**src/rtl/alba_pkg.sv**
```systemverilog
// Shared encodings for the albaCore control unit: opcodes, ALU function selects and
// controller states. The ALU decodes alu_op from these same localparams.
package alba_pkg;

  localparam logic [3:0] OpAdd  = 4'h0;
  localparam logic [3:0] OpSub  = 4'h1;
  localparam logic [3:0] OpAnd  = 4'h2;
  localparam logic [3:0] OpOr   = 4'h3;
  localparam logic [3:0] OpNot  = 4'h4;
  localparam logic [3:0] OpShl  = 4'h5;
  localparam logic [3:0] OpShr  = 4'h6;
  localparam logic [3:0] OpLdi  = 4'h7;
  localparam logic [3:0] OpLd   = 4'h8;
  localparam logic [3:0] OpSt   = 4'h9;
  localparam logic [3:0] OpBr   = 4'hA;
  localparam logic [3:0] OpBz   = 4'hB;
  localparam logic [3:0] OpBn   = 4'hC;
  localparam logic [3:0] OpJal  = 4'hD;
  localparam logic [3:0] OpJr   = 4'hE;
  localparam logic [3:0] OpQuit = 4'hF;

  // Codes 0-7 reuse the matching opcode's function.
  localparam logic [3:0] AluAdd    = 4'h0;
  localparam logic [3:0] AluAddr   = 4'h8;
  localparam logic [3:0] AluInc    = 4'h9;
  localparam logic [3:0] AluBr     = 4'hA;
  localparam logic [3:0] AluTest   = 4'hB;
  localparam logic [3:0] AluPassPc = 4'hC;
  localparam logic [3:0] AluJmp    = 4'hD;
  localparam logic [3:0] AluPassA  = 4'hE;
  localparam logic [3:0] AluZero   = 4'hF;

  typedef enum logic [3:0] {
    StInit,
    StFetch,
    StDecode,
    StExec,
    StMem,
    StWb,
    StBranch,
    StLink,
    StHalt
  } state_e;

endpackage

```
**src/rtl/alba_control_if.sv**
```systemverilog
// Control/handshake bundle between alba_control (master) and the datapath plus
// memory side (slave).
interface alba_control_if;
  logic [3:0] opcode;
  logic       zero;
  logic       neg;
  logic       mem_ack;
  logic       s_addr;
  logic       en_inst;
  logic       en_a;
  logic       en_b;
  logic       en_f;
  logic       en_mdr;
  logic       s_regfile_din;
  logic       we_regfile;
  logic       s_regfile_rw;
  logic       en_pc;
  logic [3:0] alu_op;
  logic       mem_re;
  logic       mem_we;
  logic       halted;

  modport master (
    input  opcode, zero, neg, mem_ack,
    output s_addr, en_inst, en_a, en_b, en_f, en_mdr, s_regfile_din, we_regfile,
           s_regfile_rw, en_pc, alu_op, mem_re, mem_we, halted
  );

  modport slave (
    output opcode, zero, neg, mem_ack,
    input  s_addr, en_inst, en_a, en_b, en_f, en_mdr, s_regfile_din, we_regfile,
           s_regfile_rw, en_pc, alu_op, mem_re, mem_we, halted
  );
endinterface

```
**src/rtl/alba_control.sv**
```systemverilog
// Multicycle control FSM for albaCore: fetch/decode/execute/memory/write-back sequencing
// and memory handshake. Define ALBA_CTRL_STEP_EN to gate each fetch on a `step` pulse.
module alba_control
  import alba_pkg::*;
(
  input logic clk,
  input logic rst,
`ifdef ALBA_CTRL_STEP_EN
  input logic step,
`endif
  alba_control_if.master bus
);

  state_e state_q, state_d;
  logic   cond_q, cond_d;
  logic   fetch_go;

`ifdef ALBA_CTRL_STEP_EN
  // Registered step grant keeps step off the combinational output path.
  logic go_q, go_d;

  always_ff @(posedge clk) begin
    if (rst) begin
      go_q <= 1'b0;
    end else begin
      go_q <= go_d;
    end
  end

  assign fetch_go = go_q;
`else
  assign fetch_go = 1'b1;
`endif

  always_ff @(posedge clk) begin
    if (rst) begin
      state_q <= StInit;
      cond_q  <= 1'b0;
    end else begin
      state_q <= state_d;
      cond_q  <= cond_d;
    end
  end

  always_comb begin
    state_d           = state_q;
    cond_d            = cond_q;
`ifdef ALBA_CTRL_STEP_EN
    go_d              = go_q;
`endif
    bus.s_addr        = 1'b0;
    bus.en_inst       = 1'b0;
    bus.en_a          = 1'b0;
    bus.en_b          = 1'b0;
    bus.en_f          = 1'b0;
    bus.en_mdr        = 1'b0;
    bus.s_regfile_din = 1'b0;
    bus.we_regfile    = 1'b0;
    bus.s_regfile_rw  = 1'b0;
    bus.en_pc         = 1'b0;
    bus.alu_op        = AluAdd;
    bus.mem_re        = 1'b0;
    bus.mem_we        = 1'b0;
    bus.halted        = 1'b0;

    unique case (state_q)
      StInit: begin
        // PC has no reset: load it with zero through the ALU.
        bus.alu_op = AluZero;
        bus.en_pc  = 1'b1;
        state_d    = StFetch;
      end
      StFetch: begin
        if (fetch_go) begin
          bus.mem_re = 1'b1;
          if (bus.mem_ack) begin
            bus.en_inst = 1'b1;
            state_d     = StDecode;
          end
        end
`ifdef ALBA_CTRL_STEP_EN
        go_d = fetch_go ? !bus.mem_ack : step;
`endif
      end
      StDecode: begin
        bus.en_a   = 1'b1;
        bus.en_b   = 1'b1;
        bus.alu_op = AluInc;
        bus.en_pc  = 1'b1;
        state_d    = (bus.opcode == OpQuit) ? StHalt : StExec;
      end
      StExec: begin
        unique case (bus.opcode)
          OpAdd, OpSub, OpAnd, OpOr, OpNot, OpShl, OpShr, OpLdi: begin
            bus.alu_op = bus.opcode;
            bus.en_f   = 1'b1;
            state_d    = StWb;
          end
          OpLd, OpSt: begin
            bus.alu_op = AluAddr;
            bus.en_f   = 1'b1;
            state_d    = StMem;
          end
          OpBr: begin
            bus.alu_op = AluBr;
            bus.en_pc  = 1'b1;
            state_d    = StFetch;
          end
          OpBz, OpBn: begin
            bus.alu_op = AluTest;
            cond_d     = (bus.opcode == OpBz) ? bus.zero : bus.neg;
            state_d    = StBranch;
          end
          OpJal: begin
            bus.alu_op = AluPassPc;
            bus.en_f   = 1'b1;
            state_d    = StLink;
          end
          OpJr: begin
            bus.alu_op = AluPassA;
            bus.en_pc  = 1'b1;
            state_d    = StFetch;
          end
          default: state_d = StFetch;  // QUIT never reaches EXEC
        endcase
      end
      StMem: begin
        bus.s_addr = 1'b1;
        if (bus.opcode == OpLd) begin
          bus.mem_re = 1'b1;
          if (bus.mem_ack) begin
            bus.en_mdr = 1'b1;
            state_d    = StWb;
          end
        end else begin
          bus.mem_we = 1'b1;
          if (bus.mem_ack) begin
            state_d = StFetch;
          end
        end
      end
      StWb: begin
        bus.we_regfile    = 1'b1;
        bus.s_regfile_din = (bus.opcode == OpLd);
        state_d           = StFetch;
      end
      StBranch: begin
        if (cond_q) begin
          bus.alu_op = AluBr;
          bus.en_pc  = 1'b1;
        end
        state_d = StFetch;
      end
      StLink: begin
        // r15 <= return address while PC <= jump target in the same cycle.
        bus.we_regfile   = 1'b1;
        bus.s_regfile_rw = 1'b1;
        bus.alu_op       = AluJmp;
        bus.en_pc        = 1'b1;
        state_d          = StFetch;
      end
      StHalt: begin
        bus.halted = 1'b1;
      end
      default: state_d = StInit;
    endcase
  end

endmodule

```
**src/flat_wrapper.sv**
```systemverilog
// flat-port wrapper written by rule: the top's interface ports become plain ports
module alba_control_flat import alba_pkg::*;
  (clk, rst, bus_opcode, bus_zero, bus_neg, bus_mem_ack, bus_s_addr, bus_en_inst, bus_en_a, bus_en_b, bus_en_f, bus_en_mdr, bus_s_regfile_din, bus_we_regfile, bus_s_regfile_rw, bus_en_pc, bus_alu_op, bus_mem_re, bus_mem_we, bus_halted);
  alba_control_if bus_i ();
  input logic clk;
  input logic rst;
  input wire logic [$bits(bus_i.opcode)-1:0] bus_opcode;
  input wire logic [$bits(bus_i.zero)-1:0] bus_zero;
  input wire logic [$bits(bus_i.neg)-1:0] bus_neg;
  input wire logic [$bits(bus_i.mem_ack)-1:0] bus_mem_ack;
  output wire logic [$bits(bus_i.s_addr)-1:0] bus_s_addr;
  output wire logic [$bits(bus_i.en_inst)-1:0] bus_en_inst;
  output wire logic [$bits(bus_i.en_a)-1:0] bus_en_a;
  output wire logic [$bits(bus_i.en_b)-1:0] bus_en_b;
  output wire logic [$bits(bus_i.en_f)-1:0] bus_en_f;
  output wire logic [$bits(bus_i.en_mdr)-1:0] bus_en_mdr;
  output wire logic [$bits(bus_i.s_regfile_din)-1:0] bus_s_regfile_din;
  output wire logic [$bits(bus_i.we_regfile)-1:0] bus_we_regfile;
  output wire logic [$bits(bus_i.s_regfile_rw)-1:0] bus_s_regfile_rw;
  output wire logic [$bits(bus_i.en_pc)-1:0] bus_en_pc;
  output wire logic [$bits(bus_i.alu_op)-1:0] bus_alu_op;
  output wire logic [$bits(bus_i.mem_re)-1:0] bus_mem_re;
  output wire logic [$bits(bus_i.mem_we)-1:0] bus_mem_we;
  output wire logic [$bits(bus_i.halted)-1:0] bus_halted;
  assign bus_i.opcode = bus_opcode;
  assign bus_i.zero = bus_zero;
  assign bus_i.neg = bus_neg;
  assign bus_i.mem_ack = bus_mem_ack;
  assign bus_s_addr = bus_i.s_addr;
  assign bus_en_inst = bus_i.en_inst;
  assign bus_en_a = bus_i.en_a;
  assign bus_en_b = bus_i.en_b;
  assign bus_en_f = bus_i.en_f;
  assign bus_en_mdr = bus_i.en_mdr;
  assign bus_s_regfile_din = bus_i.s_regfile_din;
  assign bus_we_regfile = bus_i.we_regfile;
  assign bus_s_regfile_rw = bus_i.s_regfile_rw;
  assign bus_en_pc = bus_i.en_pc;
  assign bus_alu_op = bus_i.alu_op;
  assign bus_mem_re = bus_i.mem_re;
  assign bus_mem_we = bus_i.mem_we;
  assign bus_halted = bus_i.halted;
  alba_control u_core (.clk(clk), .rst(rst), .bus(bus_i));
endmodule
```
**config.mk**
```make
export PLATFORM = sky130hd
export DESIGN_NAME = alba_control_flat
export DESIGN_NICKNAME = d
export VERILOG_FILES = /design/src/rtl/alba_pkg.sv /design/src/rtl/alba_control_if.sv /design/src/rtl/alba_control.sv /design/src/flat_wrapper.sv
export SDC_FILE = /design/constraint.sdc
export NUM_CORES = 1
export LEC_CHECK = 0
export ABC_AREA = 1
export ABC_CLOCK_PERIOD_IN_PS = 2700
export BUFFER_PORTS_ARGS = -buffer_cell sky130_fd_sc_hd__buf_2
export CAP_MARGIN = 10
export CORE_MARGIN = 2
export CORE_UTILIZATION = 40
export CTS_CLUSTER_DIAMETER = 120
export CTS_CLUSTER_SIZE = 24
export DETAILED_ROUTE_END_ITERATION = 10
export PLACE_DENSITY_LB_ADDON = 0.08
export SLEW_MARGIN = 20
export SYNTH_ARGS = -nofsm -noshare
export SYNTH_HDL_FRONTEND = slang
export SYNTH_SLANG_ARGS = --single-unit
```
**constraint.sdc**
```tcl
create_clock -name clk -period 2.7 [get_ports clk]
set_clock_uncertainty 0.15 [all_clocks]
set_input_delay 0.27 -clock clk [delete_from_list [all_inputs] [get_ports clk]]
set_output_delay 0.27 -clock clk [all_outputs]
set_load 0.02 [all_outputs]
```
=== Word level (Yosys, flattened, before mapping) ===
Index checks and enable logic that the tools add are counted.

* Add/sub/neg operators: 0
* Multipliers: 0
* Divide/modulo/power cells: 0
* Magnitude comparators: 0
* Equality and inequality tests: 25
* Shift-type cells: 0
* Muxes and demuxes: 30
* Bitwise logic cells: 1
* Reductions and logical operators: 12

{| class="wikitable"
|+ Operator list
! operator !! number
|-
| $pmux W4 S6 || 2
|-
| $eq A4 B4 Y1 const B || 9
|-
| $eq A4 B3 Y1 const B || 8
|-
| $mux W4 || 6
|-
| $pmux W4 S5 || 1
|-
| $mux W1 || 18
|-
| $eq A4 B2 Y1 const B || 4
|-
| $pmux W3 S4 || 1
|-
| $reduce_or A11 Y1 || 1
|-
| $eq A4 B1 Y1 const B || 2
|-
| $logic_not A4 Y1 || 2
|-
| $reduce_or A2 Y1 || 4
|-
| $reduce_or A8 Y1 || 1
|-
| $ne A2 B2 Y1 const B || 2
|-
| $reduce_or A4 Y1 || 1
|-
| $pmux W1 S3 || 1
|-
| $reduce_and A3 Y1 || 1
|-
| $reduce_or A3 Y1 || 1
|-
| $pmux W1 S2 || 1
|-
| $reduce_and A2 Y1 || 1
|-
| $not A1 Y1 || 1
|}

* Register bits: 5
* Latch bits: 0
* RAM bits: 0
* Bits in read-only memories: 0
* Bits of input ports: 9
* Word-level logic and storage cells: 70
* Memories: 0

=== Logic depth before layout (Yosys ltp) ===
Gate-level depths: netlist of run 1.

* Depth after elaboration: 4
* Gate-level depth with buffers: 9
* Depth with buffers taken out: 8

=== Worst setup path after synthesis of run 1 ===
Ideal clock, no wire load.

* Kind: input to output
* From: input bus_opcode[1]
* To: output bus_s_regfile_din
* Data arrival time: 1.382 ns
* Path slack: 0.898 ns
* Stages: 6
* Buffers on the path: 1
* Path through: buf_2 -> inv_1 -> nand2_1 -> nor3_2 -> inv_1 -> nor4_1

* Cells in the longest elaborated chain, start to end: 2

{| class="wikitable"
|+ Ends and longest elaborated chain
! element !! RTL line !! source
|-
| start, declared || flat_wrapper.sv:7 || <nowiki>input wire logic [$bits(bus_i.opcode)-1:0] bus_opcode;</nowiki>
|-
| $eq A4 B4 Y1 || alba_control.sv:144 || <nowiki>bus.s_regfile_din = (bus.opcode == OpLd);</nowiki>
|-
| $mux W1 || alba_control.sv:66 || <nowiki>unique case (state_q)</nowiki>
|-
| end, declared || flat_wrapper.sv:17 || <nowiki>output wire logic [$bits(bus_i.s_regfile_din)-1:0] bus_s_regfile_din;</nowiki>
|}

No other way between the ends.

=== Final worst setup path of run 1 ===
* From: register u_core.state_q[1]
* To: output bus_alu_op[1]

* Cells in the longest elaborated chain, start to end: 2
* Elaborated cells between the ends (all ways): 6
* Classes of those cells: eq/ne (4); mux (1); reduce/logical (1)

{| class="wikitable"
|+ Ends and longest elaborated chain
! element !! RTL line !! source
|-
| start, declared || alba_control.sv:14 || <nowiki>state_e state_q, state_d;</nowiki>
|-
| start signal, assigned || alba_control.sv:37 || <nowiki>state_q <= StInit;</nowiki>
|-
| start signal, assigned || alba_control.sv:40 || <nowiki>state_q <= state_d;</nowiki>
|-
| $eq A4 B3 Y1 (tied with other cells) || alba_control.sv:66 ||
|-
| $pmux W4 S5 (*) || alba_control.sv:66 ||
|-
| end, declared || flat_wrapper.sv:21 || <nowiki>output wire logic [$bits(bus_i.alu_op)-1:0] bus_alu_op;</nowiki>
|}

Mark *: on every way between the ends. The rest lies on a longest branch, timed or not.

==> results of run 1 <==
## metrics by stage
| step | instances | total power (W) | hold slack, ns | setup WS [ns] | instance area [um^2] |
|---|---|---|---|---|---|
| finish | 145 | 0.0006376 | 0.08451 | 0.7670 | 714.4 |
| floorplan | 103 | 0.0004373 | 0.1824 | 0.8977 | 556.8 |
| detailed placement | 141 | 0.0005570 | 0.3423 | 0.9699 | 688.2 |
| global placement | 141 | 0.0005542 | 0.3424 | 0.9607 | 688.2 |
| CTS | 145 | 0.0006455 | 0.08382 | 0.7589 | 714.4 |
| global route | 145 | 0.0007094 | 0.08540 | 0.6061 | 714.4 |
## layout make-up
type                            count  area share (%)
Multi-Input combinational cell     77           52.19
Tap cell                           15           2.627
Timing Repair Buffer               25           17.51
Sequential cell                     5           14.01
Inverter                           19           9.982
Clock buffer                        4           3.678
## flip-flops by register name, indices dropped and copies added (netlist names)
signal          flops
u_core.state_q      4
u_core.cond_q       1
## metal layers
metal	wire length, um	up-vias
met5	0	-
met4	0	0
met3	95	0
met2	679	23
met1	710	318
li1	-	390
## cells in the final DEF, fill, tap and decap left out, drive strengths merged
| cell | Yosys | layout |
|---|---|---|
| a31oi | 1 | 1 |
| buf | 2 | 25 |
| dfxtp | 5 | 5 |
| inv | 19 | 19 |
| o221ai | 1 | 1 |
| nand2 | 30 | 30 |
| o21ai | 6 | 6 |
| nand4 | 1 | 1 |
| nor2 | 16 | 16 |
| a21oi | 6 | 6 |
| nand3 | 10 | 10 |
| nor3 | 2 | 2 |
| clkbuf | 0 | 4 |
| nor3b | 1 | 1 |
| o211ai | 1 | 1 |
| nor4 | 1 | 1 |
| a31o | 1 | 1 |
## worst max-delay path, cell delays in order, from the launching register on
cell and delay, ns:
dfxtp_1 0.42, nand2_1 0.17, nor2_4 0.26, o221ai_1 0.18
nand3_1 0.09, buf_2 0.16
## power groups by stage
| stage | clock, W | sequential [W] | combinational [W] |
|---|---|---|---|
| 5_1_grt | 0.000102 | 0.000110 | 0.000498 |
| 2_1_floorplan | 0 | 0.000104 | 0.000333 |
| 4_1_cts | 0.0000884 | 0.000107 | 0.000450 |
| 3_5_place_dp | 0 | 0.000109 | 0.000448 |
| 6_report | 0.0000857 | 0.000107 | 0.000445 |
| 3_3_place_gp | 0 | 0.000108 | 0.000446 |
## logic make-up after synthesis
family	count (synthesis)	synth area share [%]
compound gates	16	18.43
simple gates	61	48.54
flops	5	17.98
buf+inv	21	15.06
## worst paths after layout
path | start | to | slack, ns
max | u_core.state_q[1] | bus_alu_op[1] | 0.77
min | rst | u_core.state_q[0] | 0.08
max reg2reg | u_core.state_q[0] | u_core.state_q[0] | 1.29
min reg2reg | u_core.cond_q | u_core.cond_q | 0.35
==> flow_metrics.py, run 1 <==
metrics = {
    "power": {
        "vdd_drop_max_mv": 0.3068,
        "pwr-share-comb_pct": 69.7,
        "p_per_area_nw_per_um2": 892.5,
        "switchingPower_w": 0.0003425,
        "pwr-share-clk_pct": 13.4,
        "switching_share_pct": 53.71,
        "seqPwrFrac_pct": 16.8,
        "power_leakage_nw": 0.3952,
        "p_int_w": 0.0002952,
    },
    "sta": {
        "fin_crit_sh_pct": 71.59,
        "tns_ns": 0,
        "fmaxAchievable_mhz": 517.3,
        "drv_slew": 0,
        "hold_viol": 0,
        "period_needed_ns": 1.933,
        "worst_pin_slew_ns": 0.4750,
        "rsz0062_at_grt": "no",
        "setup_viol": 0,
        "slew_headroom_pct": 68.09,
    },
    "logic_synthesis": {
        "yosysTopAreaCell": "nand2_1",
        "netlist_instances": 103,
        "synth-seq-cells": 5,
        "synth_top_cell_area_share_pct": 20.22,
        "synth.top_cells.by_area": "nand2_1, dfxtp_1, inv_1",
        "yosys_warnings": 0,
        "postSynthAreaPerCell_um2": 5.406,
        "yosysMostFrequentCell": "nand2_1",
        "synth.net_count": 112,
        "yosysUniqueCellTypes": 24,
        "async_reset_ff_share_pct": 0,
        "seq_area_frac_synth_pct": 17.98,
        "synthTopCellsByCount": "nand2_1, inv_1, nor2_1",
        "synth-edff-count": 0,
        "syn-cell-area_um2": 556.8,
        "synth_ff_type": "dfxtp_1",
    },
    "die": {
        "io_pins": 26,
        "initial_utilization_pct": 42.79,
        "die_h_um": 41.31,
        "core_um2": 1301,
        "rows": 13,
        "die-width_um": 41.31,
        "fp.dieArea_um2": 1707,
    },
    "clock_network": {
        "cts_resized": 0,
        "numCtsBuffers": 3,
        "clockBufferDepth": 2,
        "clk_pin_slew_ns": 0.04,
        "cts_hold_buffers": 0,
        "htreeDepth": 1,
        "clk_latency_ns": 0.24,
        "root_buffer": "clkbuf_4",
        "cts_tree": "built",
        "postCtsSetupRepairBufs": 0,
        "clkSinkCount": 5,
    },
    "placed_design": {
        "gp_congestion": 0.8629,
        "portBuffers": 25,
        "hpwl_mm": 1.248,
    },
    "job": {
        "drv_cap": 0,
    },
    "global_routing": {
        "grt_pass1_vias": 569,
        "grt_usage_pct": 21.13,
        "grt_util_met2_pct": 35.16,
        "antenna_found_initial": 0,
        "use_met3_pct": 6.915,
        "grt_pass1_wl_mm": 2.380,
        "overflow": 0,
        "grt_util_met1_pct": 28.21,
        "top_usage_layer": "met2",
        "grt_max_degree": 11,
    },
    "worst_setup_path": {
        "r2r_cells": 6,
        "crit_type": "reg2out",
        "start_kind": "flip-flop",
        "cp_data_arrival_time_ns": 1.51,
        "required_ns": 2.28,
        "worstSetupEndpointType": "output pin",
        "crit_path_max_fanout": 10,
    },
    "cells_and_area": {
        "multiInputGateArea_um2": 372.9,
        "regArea_um2": 100.1,
        "syn_to_final_growth_pct": 28.31,
        "final_net_count": 140,
        "drive_gt1_share_pct": 29.23,
        "num_antenna_cells": 0,
        "postLayoutCoreUtil_pct": 54.90,
        "n_fill_cell": 154,
    },
    "detailed_routing": {
        "drt.antenna.violating_nets": 0,
        "drt-pass1-iter-count": 4,
        "wire_per_inst_um": 10.25,
        "vias_per_cell": 5.041,
        "num_vias": 731,
        "drtIter0Drc": 7,
        "drt_drc_violations_left": 0,
        "routed_wl_mm": 1.486,
    },
    "status": {
        "status": "completed",
    },
    "hold_path": {
        "hold_class": "in2reg",
        "hold_path_depth": 2,
    },
}
Note: power is estimated with default switching activity, not from simulation.
==> run 2: changes to the inputs <==
--- a/config.mk
+++ b/config.mk
@@ -5,10 +5,11 @@
 export SDC_FILE = /design/constraint.sdc
 export NUM_CORES = 1
 export LEC_CHECK = 0
-export ABC_AREA = 1
-export ABC_CLOCK_PERIOD_IN_PS = 2700
+export ABC_AREA = 0
+export ABC_CLOCK_PERIOD_IN_PS = 1840
 export BUFFER_PORTS_ARGS = -buffer_cell sky130_fd_sc_hd__buf_2
 export CAP_MARGIN = 10
+export CORE_ASPECT_RATIO = 1.25
 export CORE_MARGIN = 2
 export CORE_UTILIZATION = 40
 export CTS_CLUSTER_DIAMETER = 120
==> constraint.sdc (replaced) <==
create_clock -name clk -period 1.84 [get_ports clk]
set_clock_uncertainty 0.15 [all_clocks]
set_input_delay 0.184 -clock clk [delete_from_list [all_inputs] [get_ports clk]]
set_output_delay 0.184 -clock clk [all_outputs]
set_load 0.02 [all_outputs]
==> flow_metrics.py, run 2 <==
metrics = {
    "status": {
        "status": "completed",
    },
    "logic_synthesis": {
        "synth-edff-count": 0,
        "yosys.area_share.simple_pct": 39.78,
        "synth_top_family_by_area": "simple AND/OR/NAND/NOR gates",
        "synth.net_count": 102,
        "synthAdderAreaFrac_pct": 0,
        "synth_mux_area_share_pct": 4.480,
        "synth-seq-cells": 5,
        "synth_compound_area_share_pct": 27.24,
        "synth_top_cell_area_share_pct": 14.34,
        "synth_ff_type": "dfxtp_1",
        "yosysUniqueCellTypes": 46,
        "yosysTopAreaCell": "dfxtp_1",
        "yosysMostFrequentCell": "nor2_1",
        "syn-cell-area_um2": 698.2,
        "synth.top_cells.by_area": "dfxtp_1, a21oi_1, nor2_1",
        "synthTopCellsByCount": "nor2_1, a21oi_1, nand2_1",
        "synth-xor-area-share_pct": 1.254,
        "yosys_warnings": 0,
        "async_reset_ff_share_pct": 0,
        "postSynthAreaPerCell_um2": 7.507,
        "netlist_instances": 93,
        "seq_area_frac_synth_pct": 14.34,
    },
    "cells_and_area": {
        "layout_commonest_cell": "buf_2",
        "finalInstanceArea_um2": 848.3,
        "final_cell_mix": "buf_2, nor2_1, a21oi_1",
        "num_antenna_cells": 0,
        "top_register": "u_core.state_q",
        "reg_top3": "u_core.state_q: 4 flops, u_core.cond_q: 1 flops",
        "largest_reg_flops": 4,
        "final_net_count": 127,
        "syn_to_final_growth_pct": 21.51,
        "drive_gt1_share_pct": 41.03,
    },
    "sta": {
        "drv_slew": 0,
        "fin_crit_sh_pct": 95.92,
        "hold_viol": 0,
        "fmaxAchievable_mhz": 566.6,
        "period_needed_ns": 1.765,
        "worst_pin_slew_ns": 0.3547,
        "tns_ns": 0,
        "slew_headroom_pct": 76.25,
        "rsz0062_at_grt": "no",
        "setup_viol": 0,
    },
    "die": {
        "initial_utilization_pct": 43.59,
        "rows": 16,
        "core_um2": 1602,
        "fp.dieArea_um2": 2098,
        "die_h_um": 50.71,
        "die-width_um": 41.37,
        "io_pins": 26,
    },
    "global_routing": {
        "antenna_found_initial": 0,
        "grt_pass1_vias": 677,
        "grt_pass1_wl_mm": 2.939,
        "grt_max_degree": 16,
        "grt_usage_pct": 19.63,
        "overflow": 0,
    },
    "worst_setup_path": {
        "crit_path_max_fanout": 15,
        "required_ns": 1.51,
        "worstSetupEndpointType": "output pin",
        "start_kind": "flip-flop",
        "regToRegSetupSlack_ns": 0.39,
        "crit_slowest_cell": "dfxtp_2",
        "crit_type": "reg2out",
        "crit_chain": "and4bb_2 > a41o_1 > buf_2",
        "critical_path.top_delay_family": "flip-flops",
        "cp_data_arrival_time_ns": 1.43,
        "cp_slowest_stage_delay_ns": 0.50,
        "path_buf_inv": 1,
    },
    "power": {
        "vdd_drop_max_mv": 0.2254,
        "power_leakage_nw": 0.4067,
        "p_per_area_nw_per_um2": 552.0,
    },
    "detailed_routing": {
        "routed_wl_mm": 1.804,
        "num_vias": 771,
        "vias_per_cell": 5.711,
        "drtIter0Drc": 24,
        "drt_drc_violations_left": 0,
        "drt-pass1-iter-count": 5,
        "drt.antenna.violating_nets": 0,
        "wire_per_inst_um": 13.36,
    },
    "clock_network": {
        "cts_tree": "built",
        "numCtsBuffers": 3,
        "clockBufferDepth": 2,
        "htreeDepth": 1,
        "root_buffer": "clkbuf_4",
        "postCtsSetupRepairBufs": 0,
        "clkSinkCount": 5,
        "clk_pin_slew_ns": 0.04,
        "clk_latency_ns": 0.24,
    },
    "placed_design": {
        "portBuffers": 25,
        "hpwl_mm": 1.373,
        "placed_area_um2": 797.0,
        "gp_congestion": 0.7910,
    },
    "job": {
        "drv_cap": 0,
    },
    "hold_path": {
        "hold_class": "in2reg",
    },
}
-- run 2: cell types whose count changed in the layout (fill, tap and decap cells not counted), sizes merged, moves of 2 or more --
cell,delta
o31ai,+3
nor4b,+3
and2b,+2
nor2,-5
and3,+4
nand3,-10
buf,+4
a21oi,+3
o21ai,-2
nand2,-22
mux2i,+2
inv,-16
-- run 2: timing repair --
action                                  4_1_cts  5_1_grt
resized for setup                             3        5
cloned                                        0        0
endpoints found under the hold margin         2        0
hold buffers                                  1        0
endpoints found under the setup margin        4        5
-- run 2: kinds of logic (layout without fill, tap and decap cells) --
| kind of cell | after synthesis | after routing |
|---|---|---|
| AOI/OAI and AO/OA | 28 | 28 |
| xor gates and xnor gates | 1 | 1 |
| buffers and inverters | 13 | 37 |
| DFF | 5 | 5 |
| muxes | 3 | 3 |
| and+or+nand+nor | 43 | 43 |
-- run 2: final timing paths --
kind	startpoint	endpoint	depth (start not counted)
max	u_core.state_q[3]	bus_en_pc	3
min	bus_mem_ack	u_core.state_q[2]	2
max reg2reg	u_core.state_q[3]	u_core.state_q[1]	4
min reg2reg	u_core.state_q[0]	u_core.state_q[3]	1
-- run 2: layout make-up --
type                            count  area (um^2)
Tap cell                           18        22.52
Timing Repair Buffer               30        165.2
Fill cell                         195        753.2
Sequential cell                     5        105.1
Multi-Input combinational cell     75        518.0
Inverter                            3        11.26
Clock buffer                        4        26.28
-- run 2: routing by layer --
layer  track usage, %  wire length [um]
met5                0                 0
met4            6.452                 0
met3            1.327                80
met2            30.73               909
met1            27.35               814
-- run 2: power by group --
group / leakage, nW / switching, W / internal [W]
registers: 0.0423 / 0.0000135 / 0.000116
clock network: 0.0150 / 0.0000431 / 0.0000819
logic: 0.349 / 0.000126 / 0.0000872
-- run 2: stage by stage --
step | cells | utilization (%) | setup WS [ns] | hold slack, ns | total power [W]
3_5_place_dp | 130 | 49.77 | 0.1986 | 0.2551 | 0.0003373
4_1_cts | 135 | 52.50 | 0.01984 | 0.05917 | 0.0004717
2_1_floorplan | 93 | - | 0.1712 | 0.1064 | 0.0002845
6_report | 135 | 52.97 | 0.07504 | 0.06322 | 0.0004682
5_1_grt | 135 | 52.97 | 0.009494 | 0.06354 | 0.0005051
3_3_place_gp | 130 | 49.77 | 0.2196 | 0.2568 | 0.0003350
==> run 3: changes to the inputs <==
--- a/config.mk
+++ b/config.mk
@@ -6,7 +6,7 @@
 export NUM_CORES = 1
 export LEC_CHECK = 0
 export ABC_AREA = 0
-export ABC_CLOCK_PERIOD_IN_PS = 1840
+export ABC_CLOCK_PERIOD_IN_PS = 1430
 export BUFFER_PORTS_ARGS = -buffer_cell sky130_fd_sc_hd__buf_2
 export CAP_MARGIN = 10
 export CORE_ASPECT_RATIO = 1.25
@@ -15,8 +15,10 @@
 export CTS_CLUSTER_DIAMETER = 120
 export CTS_CLUSTER_SIZE = 24
 export DETAILED_ROUTE_END_ITERATION = 10
+export MAX_ROUTING_LAYER = met4
 export PLACE_DENSITY_LB_ADDON = 0.08
 export SLEW_MARGIN = 20
 export SYNTH_ARGS = -nofsm -noshare
 export SYNTH_HDL_FRONTEND = slang
 export SYNTH_SLANG_ARGS = --single-unit
+export TNS_END_PERCENT = 1
==> constraint.sdc (replaced) <==
create_clock -name clk -period 1.43 [get_ports clk]
set_clock_uncertainty 0.15 [all_clocks]
set_input_delay 0.143 -clock clk [delete_from_list [all_inputs] [get_ports clk]]
set_output_delay 0.143 -clock clk [all_outputs]
set_load 0.02 [all_outputs]
==> flow_metrics.py, run 3 (synthesis results as in run 2) <==
metrics = {
    "sta": {
        "holdWs_ns": 0.03642,
        "rsz0062_at_grt": "yes",
        "slew_headroom_pct": 75.57,
        "fin_ws_ns": -0.3014,
        "fin_crit_sh_pct": 121.1,
        "setup_viol": 18,
        "fmaxAchievable_mhz": 577.6,
        "period_needed_ns": 1.731,
        "worst_pin_slew_ns": 0.3665,
        "drv_slew": 0,
        "hold_viol": 0,
    },
    "worst_setup_path": {
        "cp_slowest_stage_delay_ns": 0.39,
        "r2r_end": "u_core.cond_q",
        "regToRegSetupSlack_ns": -0.10,
        "worstSetupEndpointType": "output pin",
        "start_kind": "flip-flop",
        "critPathLaunch": "u_core.state_q[0]",
        "crit_path_max_fanout": 10,
        "required_ns": 1.14,
        "r2r_start": "u_core.state_q[2]",
        "cp-endpoint": "bus_alu_op[1]",
        "r2r_cells": 7,
        "crit_chain": "and2b_2 > buf_4 > a21oi_1 > nor3_1 > buf_2",
        "crit_slowest_cell": "dfxtp_4",
        "cp_data_arrival_time_ns": 1.44,
        "crit_type": "reg2out",
    },
    "detailed_routing": {
        "drtIter0Drc": 4,
        "drt_drc_violations_left": 0,
        "vias_per_cell": 5.338,
        "drt.antenna.violating_nets": 0,
        "drt-pass1-iter-count": 4,
        "routed_wl_mm": 2.060,
        "num_vias": 838,
        "wire_per_inst_um": 13.12,
    },
    "cells_and_area": {
        "reg_top3": "u_core.state_q: 4 flops, u_core.cond_q: 1 flops",
        "syn_to_final_growth_pct": 68.10,
        "final_net_count": 149,
        "layout_commonest_cell": "buf_4",
        "num_antenna_cells": 0,
        "drive_gt1_share_pct": 56.83,
        "largest_reg_flops": 4,
        "final_cell_mix": "buf_4, buf_2, buf_6",
        "top_register": "u_core.state_q",
    },
    "clock_network": {
        "numCtsBuffers": 3,
        "root_buffer": "clkbuf_4",
        "clk_pin_slew_ns": 0.05,
        "htreeDepth": 1,
        "clkSinkCount": 5,
        "clk_latency_ns": 0.24,
        "cts_tree": "built",
        "clockBufferDepth": 2,
    },
    "die": {
        "rows": 16,
        "fp.dieArea_um2": 2098,
        "die-width_um": 41.37,
        "io_pins": 26,
        "die_h_um": 50.71,
        "core_um2": 1602,
        "initial_utilization_pct": 43.59,
    },
    "power": {
        "finalPower_w": 0.0007061,
        "vdd_drop_max_mv": 0.4915,
        "power_leakage_nw": 0.5472,
        "p_per_area_nw_per_um2": 601.6,
    },
    "global_routing": {
        "grt_usage_pct": 21.94,
        "grt_pass1_vias": 759,
        "overflow": 0,
        "antenna_found_initial": 0,
        "grt_max_degree": 14,
        "grt_pass1_wl_mm": 3.208,
    },
    "job": {
        "drv_cap": 0,
    },
    "hold_path": {
        "hold_class": "in2reg",
        "hold_path_depth": 2,
    },
    "placed_design": {
        "portBuffers": 25,
        "gp_congestion": 0.8927,
        "hpwl_mm": 1.532,
    },
    "status": {
        "failed_checks": "setup timing",
        "status": "complete, but fails checks",
    },
}
run 3: final cells by class:
type | instances | area, um^2
repair buffers | 52 | 424.2
clock buffers | 4 | 26.28
fillers | 119 | 427.9
multi-input cells | 75 | 576.8
well taps | 18 | 22.52
inverters | 3 | 11.26
flip-flops and latches | 5 | 112.6
run 3: per-stage QoR:
stage	setup slack (ns)	instances	TNS (ns)	utilization, %	instance area [um^2]
after detailed placement	-0.09370	147	-0.3148	58.13	930.9
after CTS	-0.2325	155	-2.495	68.36	1095
after floorplan	-0.1416	93	-0.6425	-	704.4
final	-0.3014	157	-2.641	73.28	1174
after global placement	-0.06262	147	-0.1190	58.13	930.9
after global routing	-0.3798	157	-3.749	73.28	1174
run 3: critical path, delay by kind of cell, from the launching register on:
family,cells,cell delay (ns)
and+or+nand+nor,2,0.40
buffers and inverters,2,0.33
AOI/OAI and AO/OA,1,0.07
DFF,1,0.39
run 3: power breakdown:
group / internal [W] / switching (W) / total, W
Combinational: 0.000187 / 0.000194 / 0.000382
Clock: 0.000105 / 0.0000560 / 0.000161
Sequential: 0.000147 / 0.0000156 / 0.000163
run 3: what timing repair did:
item,4_1_cts,5_1_grt
hold buffers,1,0
gates resized for setup,36,15
endpoints found under the setup margin,19,20
hold endpoints to repair,3,0
pin swaps,7,4
setup buffers,3,2
run 3: worst min-delay path by stage:
| stage | endpoint | from | slack, ns |
|---|---|---|---|
| 3_5_place_dp | u_core.cond_q | rst | 0.23 |
| 4_1_cts | u_core.state_q[2] | bus_mem_ack | 0.02 |
| 2_1_floorplan | u_core.cond_q | rst | 0.07 |
| 6_report | u_core.state_q[2] | bus_mem_ack | 0.04 |
| 5_1_grt | u_core.state_q[2] | bus_mem_ack | 0.04 |
| 3_3_place_gp | u_core.cond_q | rst | 0.22 |
run 3: layer usage:
| layer | GRT usage (%) | share of wire [%] |
|---|---|---|
| met3 | 3.982 | 2.8 |
| met1 | 27.49 | 45 |
| met2 | 36.20 | 52 |
| met4 | 3.226 | 0 |
| met5 | - | 0 |
